$ cat config.mk
export PLATFORM = sky130hd
export DESIGN_NAME = cpu_apb_bridge
export DESIGN_NICKNAME = d
export VERILOG_FILES = /design/src/rtl/apb_pkg.sv /design/src/rtl/cpu_apb_bridge.sv
export SDC_FILE = /design/constraint.sdc
export NUM_CORES = 1
export LEC_CHECK = 0
export CORE_AREA = 2 2 104 106
export DETAILED_ROUTE_END_ITERATION = 16
export DIE_AREA = 0 0 106 108
export GPL_ROUTABILITY_DRIVEN = 0
export GPL_TIMING_DRIVEN = 0
export HOLD_SLACK_MARGIN = 0.06
export PLACE_DENSITY = 0.91
export SYNTH_ARGS = -nofsm -noshare
export SYNTH_HDL_FRONTEND = slang
export SYNTH_SLANG_ARGS = --single-unit
$ cat constraint.sdc
create_clock -name pclk -period 3.37 [get_ports pclk]
set_input_delay 0.674 -clock pclk [delete_from_list [all_inputs] [get_ports pclk]]
set_output_delay 0.674 -clock pclk [all_outputs]
set_load 0.03 [all_outputs]
$ cat src/rtl/apb_pkg.sv
// Shared types for the CPU-to-APB bridge: FSM state encoding, bus widths
// and the captured-request record that drives the APB address/data phase.
package apb_pkg;

    localparam int APB_ADDR_W = 32;
    localparam int APB_DATA_W = 32;

    typedef enum logic [2:0] {
        IDLE     = 3'd0,
        SETUP    = 3'd1,
        ACCESS   = 3'd2,
        RESP     = 3'd3,
        ERR_RESP = 3'd4
    } bridge_state_e;

    typedef struct packed {
        logic [APB_ADDR_W-1:0]   addr;
        logic                    write;
        logic [APB_DATA_W-1:0]   wdata;
        logic [APB_DATA_W/8-1:0] strb;
    } apb_req_t;

endpackage

$ cat src/rtl/cpu_apb_bridge.sv
// CPU req/gnt/response port to APB4 master, one transfer in flight.
// Optional macro APB_TIMEOUT_EN adds an ACCESS-phase watchdog and timeout_flag.
module cpu_apb_bridge
    import apb_pkg::*;
#(
    parameter int ADDR_W         = APB_ADDR_W,
    parameter int DATA_W         = APB_DATA_W,
    parameter int TIMEOUT_CYCLES = 256
) (
    input  logic                pclk,
    input  logic                preset_n,
    input  logic                cpu_req,
    output logic                cpu_gnt,
    input  logic [ADDR_W-1:0]   cpu_addr,
    input  logic                cpu_we,
    input  logic [DATA_W-1:0]   cpu_wdata,
    input  logic [DATA_W/8-1:0] cpu_be,
    output logic                cpu_rvalid,
    output logic [DATA_W-1:0]   cpu_rdata,
    output logic                cpu_err,
    output logic [ADDR_W-1:0]   m_paddr,
    output logic                m_psel,
    output logic                m_penable,
    output logic                m_pwrite,
    output logic [DATA_W-1:0]   m_pwdata,
    output logic [DATA_W/8-1:0] m_pstrb,
    input  logic                m_pready,
    input  logic [DATA_W-1:0]   m_prdata,
    input  logic                m_pslverr
`ifdef APB_TIMEOUT_EN
    ,
    output logic                timeout_flag
`endif
);

    bridge_state_e       state_q, state_d;
    apb_req_t            req_q, req_d;
    logic [DATA_W-1:0]   rdata_q, rdata_d;
    logic                err_q, err_d;
    logic                tmo_hit;

    assign cpu_gnt = cpu_req && (state_q == IDLE);

`ifdef APB_TIMEOUT_EN
    localparam int TMO_W = $clog2(TIMEOUT_CYCLES + 1);

    logic [TMO_W-1:0] tmo_q, tmo_d;
    logic             tflag_q, tflag_d;

    // Fires on the TIMEOUT_CYCLES-th consecutive not-ready ACCESS cycle.
    assign tmo_hit = (state_q == ACCESS) && !m_pready &&
                     (tmo_q == TMO_W'(TIMEOUT_CYCLES - 1));

    always_comb begin
        tmo_d   = tmo_q;
        tflag_d = tflag_q || tmo_hit;
        if (state_q == SETUP)
            tmo_d = '0;
        else if (state_q == ACCESS && !m_pready)
            tmo_d = tmo_q + 1'b1;
    end

    always_ff @(posedge pclk or negedge preset_n) begin
        if (!preset_n) begin
            tmo_q   <= '0;
            tflag_q <= 1'b0;
        end else begin
            tmo_q   <= tmo_d;
            tflag_q <= tflag_d;
        end
    end

    assign timeout_flag = tflag_q;
`else
    assign tmo_hit = 1'b0;
`endif

    always_comb begin
        state_d = state_q;
        req_d   = req_q;
        rdata_d = rdata_q;
        err_d   = err_q;
        case (state_q)
            IDLE: begin
                if (cpu_gnt) begin
                    req_d.addr  = cpu_addr;
                    req_d.write = cpu_we;
                    req_d.wdata = cpu_wdata;
                    // A write with no lanes enabled is taken as a full-word write.
                    req_d.strb  = (cpu_we && (cpu_be == '0)) ? '1 : cpu_be;
                    if (cpu_addr[1:0] == 2'b00) begin
                        state_d = SETUP;
                    end else begin
                        state_d = ERR_RESP;
                        rdata_d = '0;
                        err_d   = 1'b1;
                    end
                end
            end
            SETUP: state_d = ACCESS;
            ACCESS: begin
                if (m_pready) begin
                    rdata_d = req_q.write ? '0 : m_prdata;
                    err_d   = m_pslverr;
                    state_d = RESP;
                end else if (tmo_hit) begin
                    rdata_d = '0;
                    err_d   = 1'b1;
                    state_d = ERR_RESP;
                end
            end
            RESP:     state_d = IDLE;
            ERR_RESP: state_d = IDLE;
            default:  state_d = IDLE;
        endcase
    end

    always_ff @(posedge pclk or negedge preset_n) begin
        if (!preset_n) begin
            state_q <= IDLE;
            req_q   <= '0;
            rdata_q <= '0;
            err_q   <= 1'b0;
        end else begin
            state_q <= state_d;
            req_q   <= req_d;
            rdata_q <= rdata_d;
            err_q   <= err_d;
        end
    end

    assign cpu_rvalid = (state_q == RESP) || (state_q == ERR_RESP);
    assign cpu_rdata  = rdata_q;
    assign cpu_err    = cpu_rvalid && err_q;

    assign m_psel    = (state_q == SETUP) || (state_q == ACCESS);
    assign m_penable = (state_q == ACCESS);
    assign m_paddr   = req_q.addr;
    assign m_pwrite  = req_q.write;
    assign m_pwdata  = req_q.wdata;
    assign m_pstrb   = req_q.write ? req_q.strb : '0;

endmodule
# ---- Word level (Yosys, flattened, before mapping)
# Index checks and enable logic that the tools add are counted.
dict set report classes {
  add_sub_neg 0
  mul 0
  div 0
  n_lt_le_gt_ge 0
  eq_ne 7
  shifts 0
  n_mux 15
  n_bitwise 0
  reduce_logical 12
}
# operator count
set op_table {}
lappend op_table {{32-bit 2-to-1 mux} 4}
lappend op_table {{32-bit one-hot mux with 2 select lines} 1}
lappend op_table {{3-bit 2-to-1 mux} 3}
lappend op_table {{3-bit one-hot mux with 3 select lines} 1}
lappend op_table {{4-bit 2-to-1 mux} 2}
lappend op_table {{3-bit by 2-bit == test with 1-bit output, second input constant} 2}
lappend op_table {{4-bit logical NOT} 1}
lappend op_table {{2-bit != test, second input constant} 2}
lappend op_table {{2-bit AND reduction} 2}
lappend op_table {{4-bit AND reduction} 1}
lappend op_table {{3-bit by 1-bit == test with 1-bit output, second input constant} 1}
lappend op_table {{3-bit == test, second input constant} 1}
lappend op_table {{1-bit logical AND} 3}
lappend op_table {{3-bit logical NOT} 1}
lappend op_table {{1-bit 2-to-1 mux} 3}
lappend op_table {{2-bit logical NOT} 1}
lappend op_table {{1-bit logical OR} 2}
lappend op_table {{2-bit by 1-bit != test with 1-bit output, second input constant} 1}
lappend op_table {{1-bit one-hot mux with 2 select lines} 1}
lappend op_table {{2-bit nonzero test} 1}
dict set report word_totals {
  ff_bits 105
  latch_bits 0
  mem_bits_rw 0
  rom_bits 0
  in_bits 106
  output_inout_bits 106
  memories 0
}

# ---- Depth between registers and ports, before layout
# Gate-level depths: netlist of run 1.
dict set report depth {
  word_depth 4
  ltp_mapped 7
  ltp_nobuf 4
}

# ---- Worst setup path before layout of run 1
# No wires, ideal clock.
dict set report synth_timing {
  path_kind {input port to output port}
  startpoint {input cpu_req}
  endpoint {output cpu_gnt}
  arrival_time_ps 1518
  required_time_ps 2696
  path_slack_ps 1178
  stages 4
  path_buffers 2
  cell_sequence {or4b_1 buf_2 clkinv_2 buf_4}
}
dict set report synth_via {
  elab_chain_len 1
}
# element line
set synth_rtl {}
lappend synth_rtl {{start, declared} cpu_apb_bridge.sv:12} ;# input logic cpu_req,
lappend synth_rtl {{1-bit logical AND} cpu_apb_bridge.sv:42} ;# assign cpu_gnt = cpu_req && (state_q == IDLE);
lappend synth_rtl {{end, declared} cpu_apb_bridge.sv:13} ;# output logic cpu_gnt,
# No other way between the ends.

# ---- Worst setup path after layout of run 1
# Ends and elaborated chain as after synthesis.

==> results of run 1 <==
==> worst min-delay path by stage <==
stage                    endpoint  slack (ps)  depth (start not counted)
global placement     m_pwdata[10]         460                          2
global route        cpu_rdata[25]         400                          1
floorplan            cpu_rdata[0]         380                          0
finish              cpu_rdata[25]         360                          1
CTS                 cpu_rdata[26]         380                          1
detailed placement     m_paddr[1]         460                          2
==> worst register-to-register path, stage by stage, from the launching register on <==
cell and delay [ps]:
dfrtp_1 380, buf_6 130, o311ai_1 760, buf_2 380, a22o_1 180
==> stage by stage <==
step | setup WS (ps) | setup TNS (ps)
after floorplan | 1178 | 0
final | 137.0 | 0
after global placement | -2165 | -226600
after CTS | 123.8 | 0
after detailed placement | -136.4 | -136.4
after global routing | 73.74 | 0
==> logic make-up (layout without fill, tap and decap cells) <==
kind of cell | count (synthesis) | in the layout | synth area share (%)
mux | 1 | 1 | 0.2515
xor+xnor | 1 | 1 | 0.1957
compound gates | 40 | 40 | 7.378
simple gates | 223 | 223 | 19.51
flops | 105 | 105 | 58.69
buf+inv | 88 | 315 | 13.97
==> placed cells by master, fill, tap and decap left out <==
cell type,synthesis,routed
dfrtp_1,105,105
nand2b_1,1,1
or2_2,1,1
clkbuf_8,0,9
o211a_1,1,1
buf_6,2,2
nor3_1,1,1
xnor2_1,1,1
mux2_2,1,1
clkdlybuf4s50_1,0,209
o311ai_1,1,1
or4b_1,1,1
o22ai_1,1,1
buf_4,70,71
nor3_2,1,1
a21oi_1,5,5
inv_6,0,2
nor2_1,13,13
clkbuf_1,1,1
buf_16,0,1
clkinvlp_4,0,2
clkinv_2,1,2
inv_1,1,1
and2_1,6,6
a22o_1,32,32
nor4_1,1,1
dlygate4sd2_1,0,1
nand2_1,198,198
buf_2,13,13
bufinv_16,0,1
==> where the power goes <==
part / switching, mW / total (mW) / internal (mW)
Combinational: 2.18 / 4.08 / 1.91
Clock: 0.423 / 0.767 / 0.344
Sequential: 0.327 / 2.15 / 1.83
==> final cells by class <==
cell class / instances / area share, %
buffer: 86 / 8.845
clock buffer: 9 / 1.776
clock inverter: 6 / 0.9688
inverter: 2 / 0.1256
multi-input combinational: 265 / 17.55
sequential: 105 / 37.67
tap: 136 / 2.440
timing repair buffer: 212 / 30.62
==> flip-flops by register name (all words and copies together) (netlist names) <==
register	count
cpu_rdata	32
err_q	1
m_paddr	32
m_pwdata	32
m_pwrite	1
req_q	4
state_q	3
==> layer usage <==
metal / vias to the layer above / wire [um]
li1: 1828 / -
met1: 1825 / 4756
met2: 158 / 6006
met3: 26 / 744
met4: 0 / 303
met5: - / 0
==> timing repair <==
action | 4_1_cts | 5_1_grt
hold endpoints to repair | 0 | 0
buffers inserted | 0 | 0
resized for setup | 1 | 0
endpoints found under the setup margin | 1 | 0
==> impl_metrics.env, run 1 <==
export IMPL_cts_tree="yes"
export IMPL_synth_avg_cell_area_sq_um=9.775
export IMPL_synth_area_top_cells="dfrtp_1 (59%), nand2_1 (17%), buf_4 (12%)"
export IMPL_setup_worst_path_end="cpu_gnt"
export IMPL_wl_um=11810
export IMPL_r2r_end="cpu_rdata[30]"
export IMPL_drc_errors=0
export IMPL_wl_per_cell_um=14.39
export IMPL_final_cell_count_no_fill=821
export IMPL_rsz0062_at_grt="no"
export IMPL_die_h_um=108
export IMPL_drive_gt1_share_pct=15.47
export IMPL_die_area_sq_um=11450
export IMPL_nets=787
export IMPL_ioPinCount=212
export IMPL_synth_top_area_share_pct=58.69
export IMPL_min_path_type="in2async"
export IMPL_startpoint="cpu_req"
export IMPL_crit_family="buffers and inverters"
export IMPL_antenna_found_initial=0
export IMPL_crit_arrival_ps=2560
export IMPL_diodes=0
export IMPL_grt_most_used_layer="met2"
export IMPL_cts_hold_buf=0
export IMPL_pwr_density_cell_nw_per_um2=1004
export IMPL_synth_edff_count=0
export IMPL_start_util_pct=43.76
export IMPL_yosysSeqAreaShare_pct=58.69
export IMPL_dp_hpwl_um=9129
export IMPL_overflow=0
export IMPL_htree_levels=3
export IMPL_async_flop_share_pct=100.0
export IMPL_cap_violations=0
export IMPL_grt_pass1_vias=3835
export IMPL_syn_num_nets=564
export IMPL_fill_cells=770
export IMPL_fmax_mhz=309.3
export IMPL_reg2reg_slack_ps=1480
export IMPL_vias=3837
export IMPL_die_w_um=106
export IMPL_use_met2_pct=36.54
export IMPL_cts_buffer_depth=2
export IMPL_slew_viol_final=0
export IMPL_peakVddDrop_mv=0.5342
export IMPL_grt_max_degree=57
export IMPL_hold_viol_final=0
export IMPL_cp_cell_sequence="clkdlybuf4s50_1 > or4b_1 > buf_2 > clkinv_2 > buf_4 > dlygate4sd2_1"
export IMPL_cp_num_buf_inv=5
export IMPL_crit_path_end_kind="output port"
export IMPL_cts_made_buffers=9
export IMPL_crit_type="in2out"
export IMPL_yosysUniqueCellTypes=23
export IMPL_via_per_inst=4.674
export IMPL_rows=37
export IMPL_clkTransAtPathRegs_ps=110
export IMPL_slew_headroom_pct=37.67
export IMPL_clk_latency_ps=360
export IMPL_finalSetupViolations=0
export IMPL_whs_ps=355.6
export IMPL_post_route_period_util_pct=95.93
export IMPL_fp_coreArea_sq_um=10230
export IMPL_regToRegStartpoint="state_q[1]"
export IMPL_fin_crit_ps=3233
export IMPL_seq_area_sq_um=2628
export IMPL_grt_pass1_wl_um=18750
export IMPL_r2r_cells=4
export IMPL_slowest_delay_ps=480
export IMPL_portBuffers=211
export IMPL_yosys_register_bits=105
export IMPL_netlist_area_sq_um=4477
export IMPL_required_ps=2700
export IMPL_ys_top_cells_by_count="nand2_1 (198), dfrtp_1 (105), buf_4 (70), a22o_1 (32)"
export IMPL_place_area_sq_um=6784
export IMPL_areaGrowthSynthToFinish_pct=55.79
export IMPL_first_pass_iters=4
export IMPL_yosys_warnings=0
export IMPL_postRouteAntennaNets=0
export IMPL_crit_path_start_kind="primary input"
export IMPL_track_usage_pct=20.61
export IMPL_design_area_sq_um=6974
export IMPL_power_leakage_nw=3.421
export IMPL_cp_max_fo=10
export IMPL_gr_usage_met1_pct=24.70
export IMPL_critical_path_slowest_cell="clkdlybuf4s50_1"
export IMPL_outcome="completed"
export IMPL_drtIter0Drc=206
export IMPL_cp_depth=6
export IMPL_dp_cells=806
export IMPL_finClkSkew_ps=19.64
export IMPL_total_power_mw=7.002
export IMPL_synth_area_leader_cell="dfrtp_1"
export IMPL_ys_flop_type="dfrtp_1"
export IMPL_postSynthCellCount=458
export IMPL_multiInputGateArea_sq_um=1224
export IMPL_cts_root_buf="clkbuf_8"
export IMPL_post_synth_top_count_cell="nand2_1"
export IMPL_grt_util_met3_pct=5.244
export IMPL_final_core_util_pct=68.17
export IMPL_cts_sinks=105
export IMPL_worst_pin_slew_ps=920.4
(Power assumes the default switching activity.)
==> run 2, diff against run 1 <==
CTS_CLUSTER_DIAMETER = 200   (was unset)
SLEW_MARGIN = 10   (was unset)
TNS_END_PERCENT = 5   (was unset)
==> results of run 2 <==
No change in the layout: final DEF, timing and power equal those of run 1.
==> RTL edit (settings of run 2) <==
Add a define of `APB_TIMEOUT_EN`.
--- a/src/rtl/cpu_apb_bridge.sv
+++ b/src/rtl/cpu_apb_bridge.sv
@@ -1,4 +1,6 @@
 // CPU req/gnt/response port to APB4 master, one transfer in flight.
 // Optional macro APB_TIMEOUT_EN adds an ACCESS-phase watchdog and timeout_flag.
+`define APB_TIMEOUT_EN
+
 module cpu_apb_bridge
     import apb_pkg::*;
Behaviour (old outputs only; new: timeout_flag): same outputs for any inputs over 10 cycles, from zero or initial values and one cycle with preset_n low; that may be too few to reach the edited logic, so the function may still have changed.
==> RTL edit against run 2 <==
Die area did not move. Utilization rose by 8.1 points. Routed wire length rose by 6.7%. First-iteration DRC count fell by 59%. Via count fell by 3.0%. Clock skew fell by 0.010 ns. Synthesized area rose by 11%. Cell area rose by 12%. Global-route usage rose by 2.3 points. Sequential cell count rose by 10. Power rose by 14%. Worst setup slack improved by 0.14 ns. Clock power rose by 110%.
==> RTL edit: results (changes against run 2) <==
* Status: finished, final reports clean
* Mux contribution to synthesized area at 14.76% (+15 points)
* Global-route wire length before repair at 20040 um (+6.9%)
* Gr usage total at 22.92% (+2.3 points)
* Fill count at 661 (-14%)
* Clock network share of area at 6.732% (+4.0 points)
* Worst-Skew Late Latency at 0.50 ns (+0.14 ns)
* H-tree levels at 4 (+1)
* Worst hold margin at 0.1342 ns (-0.2214 ns)
* Clk slew on worst S/H paths at 0.05 ns (-0.06 ns)
* Non-CTS buffers at 295 (-1.0%)
* Post-synthesis sequential area ratio at 58.04% (-0.66 points)
* Adder-Cell Fraction of Synth Area at 0.5047% (+0.50 points)
* Comb pwr at 4.13 mW (+1%)
* CTS buffer count at 17 (+8)
* Clock sinks at 115 (+9.5%)
* First-iteration detailed-routing DRC count at 84 (-59%)
* R2R Path Start: tmo_q[0]$_DFFE_PN0P_
* Top class by area: registers
* Largest net degree at the start of global routing at 59 (+3.5%)
* Compound-gate portion of the synthesized area at 9.286% (+1.9 points)
* Post-DP HPWL at 9260 um (+1.4%)
* Commonest cells post-synth: dfrtp_1, buf_4, mux2_2, a22o_1, nor2_1
* Leakage at 3.417 nW (-0.13%)
* Arr. time, crit path at 2.42 ns (-0.14 ns)
* Psw at 2.919 mW (-0.23%)
* NumNets Final at 715 (-9.1%)
## RTL edit: cell count changes in the layout (fill, tap and decap cells not counted), sizes merged, moves of 5 or more
cell	delta
buf	-10
clkbuf	+21
dfrtp	+10
inv	+5
mux2	+64
nand2	-195
## RTL edit: metrics by stage
step	cell area [sq um]	instances	power, mW	setup WS, ns
detailed placement	7279	724	6.426	-0.06512
CTS	7806	754	8.065	0.2670
finish	7806	754	7.990	0.2782
global route	7806	754	8.376	0.08350
global placement	7251	723	6.300	-2.581
floorplan	4959	375	4.864	1.040
## RTL edit: routing by layer
layer	GRT usage, %	vias up	share of wire [%]	wire length [um]
li1	-	1727	-	-
met1	26.43	1794	40	5002
met2	39.72	177	51	6424
met3	6.631	22	6.8	863
met4	10.62	0	2.5	316
met5	0	-	0	0
